$ cat src/rtl/ext_mem_arbiter.sv
// ext_mem_arbiter: two-requester external memory arbiter with response timeout; define ARB_ROUND_ROBIN_EN for round-robin ties instead of fixed priority.
module ext_mem_arbiter #(
    parameter int TIMEOUT_CYCLES = 16
) (
    input  logic             clk_i,
    input  logic             rst_i,
    input  logic [1:0]       req_i,
    input  logic [1:0]       we_i,
    input  logic [1:0][3:0]  be_i,
    input  logic [1:0][31:0] addr_i,
    input  logic [1:0][31:0] wdata_i,
    output logic [1:0]       gnt_o,
    output logic [1:0]       rvalid_o,
    output logic [31:0]      rdata_o,
    output logic             err_o,
    output logic             mem_req_o,
    output logic             mem_we_o,
    output logic [3:0]       mem_be_o,
    output logic [31:0]      mem_addr_o,
    output logic [31:0]      mem_wdata_o,
    input  logic [31:0]      mem_rdata_i,
    input  logic             mem_ready_i
);
    localparam logic IDLE = 1'b0;
    localparam logic RESP = 1'b1;
    logic       state_q, state_d, owner_q, owner_d, last_gnt_q, last_gnt_d, we_q, we_d;
    logic [7:0] wait_cnt_q, wait_cnt_d;
    logic       sel, grant, resp, tmo;
`ifdef ARB_ROUND_ROBIN_EN
    assign sel = &req_i ? ~last_gnt_q : req_i[1];
`else
    assign sel = req_i[1];
`endif
    always_comb begin
        grant       = !rst_i && (state_q == IDLE || mem_ready_i) && |req_i;
        resp        = !rst_i && state_q == RESP && mem_ready_i;
        tmo         = !rst_i && state_q == RESP && !mem_ready_i && wait_cnt_q == 8'(TIMEOUT_CYCLES - 1);
        gnt_o       = grant ? (sel ? 2'b10 : 2'b01) : 2'b00;
        mem_req_o   = grant;
        mem_we_o    = grant && we_i[sel];
        mem_be_o    = grant ? be_i[sel] : 4'h0;
        mem_addr_o  = grant ? addr_i[sel] : 32'h0;
        mem_wdata_o = grant ? wdata_i[sel] : 32'h0;
        rvalid_o    = (resp || tmo) ? (owner_q ? 2'b10 : 2'b01) : 2'b00;
        rdata_o     = (resp && !we_q) ? mem_rdata_i : 32'h0;
        err_o       = tmo;
        state_d     = grant ? RESP : (resp || tmo) ? IDLE : state_q;
        owner_d     = grant ? sel : owner_q;
        last_gnt_d  = grant ? sel : last_gnt_q;
        we_d        = grant ? we_i[sel] : we_q;
        wait_cnt_d  = (grant || resp || tmo) ? 8'd0 : (state_q == RESP) ? wait_cnt_q + 8'd1 : wait_cnt_q;
    end
    always_ff @(posedge clk_i) begin
        if (rst_i) begin
            state_q    <= IDLE;
            owner_q    <= 1'b0;
            last_gnt_q <= 1'b1;
            we_q       <= 1'b0;
            wait_cnt_q <= 8'd0;
        end else begin
            state_q    <= state_d;
            owner_q    <= owner_d;
            last_gnt_q <= last_gnt_d;
            we_q       <= we_d;
            wait_cnt_q <= wait_cnt_d;
        end
    end
endmodule

$ cat config.mk
export PLATFORM = sky130hd
export DESIGN_NAME = ext_mem_arbiter
export DESIGN_NICKNAME = d
export VERILOG_FILES = /design/src/rtl/ext_mem_arbiter.sv
export SDC_FILE = /design/constraint.sdc
export NUM_CORES = 1
export LEC_CHECK = 0
export CORE_AREA = 3 3 108 110
export DETAILED_ROUTE_END_ITERATION = 16
export DIE_AREA = 0 0 111 113
export SLEW_MARGIN = 20
export SYNTH_ARGS = -nofsm -noshare
export SYNTH_HDL_FRONTEND = slang
export SYNTH_SLANG_ARGS = --single-unit
$ cat constraint.sdc
create_clock -name clk_i -period 1.71 [get_ports clk_i]
set_input_delay 0.342 -clock clk_i [delete_from_list [all_inputs] [get_ports clk_i]]
set_output_delay 0.342 -clock clk_i [all_outputs]
set_load 0.01 [all_outputs]
==> summary.md <==
| Metric | Value |
|---|---|
| Clock-pin slew on the worst setup and hold paths | 50 ps |
| Max-slew violation count | 0 |
| Number of buffers added on ports | 281 |
| Routed wire per std cell | 18.0 um |
| List of most frequent post-synthesis cells | 70 x sky130_fd_sc_hd__mux2i_1, 70 x sky130_fd_sc_hd__nor2_1, 33 x sky130_fd_sc_hd__and2_1 |
| Count of nets after finishing | 755 |
| Hold worst-path end | we_q$_SDFFE_PP0P_ |
| Leakage power figure | 0.00266 uW |
| Worst clock skew | 3.13 ps |
| Worst reg-to-reg path cell count | 4 |
| Period utilisation layout | 120% |
| Top cells by area in the synthesized netlist | sky130_fd_sc_hd__mux2i_1 38%, sky130_fd_sc_hd__nor2_1 14%, sky130_fd_sc_hd__dfxtp_1 12% |
| Hold Buf Count CTS | 0 |
| Initial antenna violation count | 0 |
| I/O pin count | 282 |
| Startpoint of the worst-slack reg-to-reg timing path | state_q$_SDFFE_PP0P_ |
| Startpoint kind of the worst setup timing path | flop |
| Share of flip-flops with an asynchronous set or reset after synthesis | 0% |
| Final Critical Period | 2050 ps |
| Destination of the worst register-to-register timing path | wait_cnt_q[5]$_SDFFE_PP0P_ |
| Number of max-cap violations | 0 |
| Area share of the leading cell type in the synthesized netlist | 38.2% |
| Syn. warnings | 0 |
| Area inside the core boundary | 10800 sq um |
| Clock buffer count from CTS | 3 |
| Maximum fanout along the worst path | 8 |
| Achievable Freq | 0.488 GHz |
| Starting Density | 17.0% |
| Share of total power in combinational logic | 72.9% |
| Failing checks | setup timing |
| Largest voltage drop on the vdd net | 0.000382 V |
| Net Sw Frac | 33.8% |
| Number of setup violations in the final report | 106 |
| Number of diodes | 0 |
| Unrepaired setup endpoints after global routing | yes |
| Hold path startpoint | we_q$_SDFFE_PP0P_ |
| Tightest Hold Check Type | flop to flop |
| Global route total overflow | 0 |
| H-tree depth | 1 |
| Number of rows created at floorplan | 38 |
| Final Hold Fails | 0 |
| Share of total power in the clock network | 13.5% |
| Wire length of the first global-routing pass | 18.4 mm |
| X dimension of the die | 111 um |
| Non-filler cells, final | 718 |
| Total wire length after detailed routing | 12.9 mm |
| Antenna-violating nets left | 0 |
| Mapped Area | 1830 sq um |
| Dominant cell type by area after synthesis | sky130_fd_sc_hd__mux2i_1 |
| Per-instance average area after synthesis | 7.25 sq um |
| Endpoint required time on the critical path | 1370 ps |
| Critical setup path kind | flop to output port |
| Power Density | 332 nW/um^2 |
| Clock tree from TritonCTS | yes |
| Cell seen most often among critical-path stages | sky130_fd_sc_hd__buf_6 |
| Proportion of power drawn by flip-flops and latches | 13.5% |
| Synthesized netlist net count | 429 |
| Worst-margin pin slew | 322 ps |
| Reg2Reg Setup Slack | 120 ps |
| Result of the run | finished with violations |
| Maximum number of pins on one net before global-route repair | 50 |
| Worst hold path stage count | 1 |
| Clock Sinks | 11 |
| Share of final-layout standard cells stronger than drive strength 1 | 46.0% |
| Top flip-flop cell by instance count after synthesis | sky130_fd_sc_hd__dfxtp_1 |
| Count of mapped cells out of synthesis | 253 |
| CP arrival | 1710 ps |
| Vert. Die Dim | 113 um |
| Net load switching power | 672 uW |
| CP max-delay cell | sky130_fd_sc_hd__or3_4 |
| Drt first pass iters | 4 |
| Worst Slack Setup Final | -341 ps |
| DRC violation count after routing | 0 |
| Relative slew slack | 77.9% |
| Post-synthesis sequential area ratio | 12.0% |
| Root buffer cell | sky130_fd_sc_hd__clkbuf_8 |
| Post-layout power | 1990 uW |
| Worst path max stage delay | 390 ps |
| DPL Wire Length | 9.07 mm |
| Number of enable flip-flop cells after synthesis | 0 |
| Via total after detailed routing | 3089 |
| Number of distinct library cells after synthesis | 31 |
| Later-pin clock latency in the skew report | 240 ps |
| Number of cells in the design after placement | 678 |
| Global placement routability congestion | 0.865 |
| Series of cell instances along the critical path | nor2b_4 -> or3_4 -> buf_12 -> buf_16 -> buf_6 -> nor2_4 -> buf_6 |
| Via count of the first global-routing pass | 3209 |
| Sort of element at the end of the critical path | output port |
| Final core utilization | 55.5% |
| CTS Buffer Depth | 2 |
| Initial detailed-routing violation count | 81 |
| Die outline area | 12500 sq um |
| Synth Register Bits | 11 |
| Internal cell power | 1320 uW |
| Post-route setup TNS | -20770 ps |
| Global-route usage over all layers | 18.3% |
| Layout overhead on the synthesized area | 227% |
| Via density | 4.30 |
[power groups by stage]
stage	Combinational, uW	Sequential, uW	Clock [uW]
4_1_cts	1310	268	275
2_1_floorplan	350	273	0
6_report	1450	269	269
5_1_grt	1530	269	295
3_5_place_dp	1070	272	0
3_3_place_gp	1070	272	0
[through the flow]
stage,area (sq um),setup slack (ps),hold WS (ps)
2_1_floorplan,1830,27.6,419
3_3_place_gp,4950,-1020,430
3_5_place_dp,4950,-1010,436
4_1_cts,5520,-402,448
5_1_grt,5990,-397,464
6_report,5990,-341,442
[layout make-up]
cell class	count	area (sq um)
Fill cell	972	4800
Timing Repair Buffer	345	3510
Multi-Input combinational cell	217	2030
Sequential cell	11	223
Tap cell	140	175
Clock buffer	4	45.0
Inverter	1	6.26
[timing repair]
item | 4_1_cts | 5_1_grt
gates resized for setup | 587 | 105
pin swaps | 51 | 21
buffers inserted | 26 | 6
setup endpoints to repair | 107 | 112
gates cloned | 9 | 1
[cell usage in the layout (no fill, tap or decap), types with 5 or more instances in the layout]
cell / count
sky130_fd_sc_hd__and2_1: 16
sky130_fd_sc_hd__buf_4: 32
sky130_fd_sc_hd__dfxtp_1: 9
sky130_fd_sc_hd__nor2_2: 7
sky130_fd_sc_hd__buf_12: 9
sky130_fd_sc_hd__nor2_4: 50
sky130_fd_sc_hd__buf_6: 82
sky130_fd_sc_hd__a211oi_1: 5
sky130_fd_sc_hd__and2_4: 17
sky130_fd_sc_hd__mux2i_1: 69
sky130_fd_sc_hd__nor2_1: 13
sky130_fd_sc_hd__buf_2: 42
sky130_fd_sc_hd__clkdlybuf4s50_1: 170
sky130_fd_sc_hd__buf_16: 8
[per-layer routing]
metal / part of all wire [%] / global-route usage [%] / routed length [um]
met1: 38 / 21.7 / 4960
met2: 54 / 34.0 / 6980
met3: 6.6 / 4.87 / 846
met4: 0.87 / 2.38 / 112
met5: 0 / 0 / 0
[state kept, by name, summed over array words and instances, names as in the netlist]
name and cells:
wait_cnt_q 8, we_q 1, state_q 1, owner_q 1
[worst max path at each step]
stage,from,to,slack (ps),cells past startpoint
2_1_floorplan,wait_cnt_q[4]$_SDFFE_PP0P_,rvalid_o[0],30,3
3_3_place_gp,req_i[0],mem_wdata_o[6],-1020,6
3_5_place_dp,req_i[0],mem_wdata_o[11],-1010,6
4_1_cts,state_q$_SDFFE_PP0P_,mem_addr_o[31],-400,7
5_1_grt,state_q$_SDFFE_PP0P_,mem_addr_o[21],-400,7
6_report,state_q$_SDFFE_PP0P_,mem_addr_o[6],-340,7
[kinds of logic (layout without fill, tap and decap cells)]
group / after synthesis / after routing / share of synthesized area, %
xor gates and xnor gates: 4 / 4 / 1.91
buffers and inverters: 25 / 350 / 6.69
DFF: 11 / 11 / 12.0
AOI/OAI and AO/OA: 18 / 18 / 7.30
muxes: 70 / 70 / 38.2
adders and majority gates: 1 / 1 / 0.682
and+or+nand+nor: 124 / 124 / 33.2
[worst max-delay path: cells and delay by family, from the launching register on]
family                 cells  cell delay [ps]
and+or+nand+nor            3              580
buffers and inverters      4              560
DFF                        1              320
No activity file was read; power rests on OpenSTA's default activity.
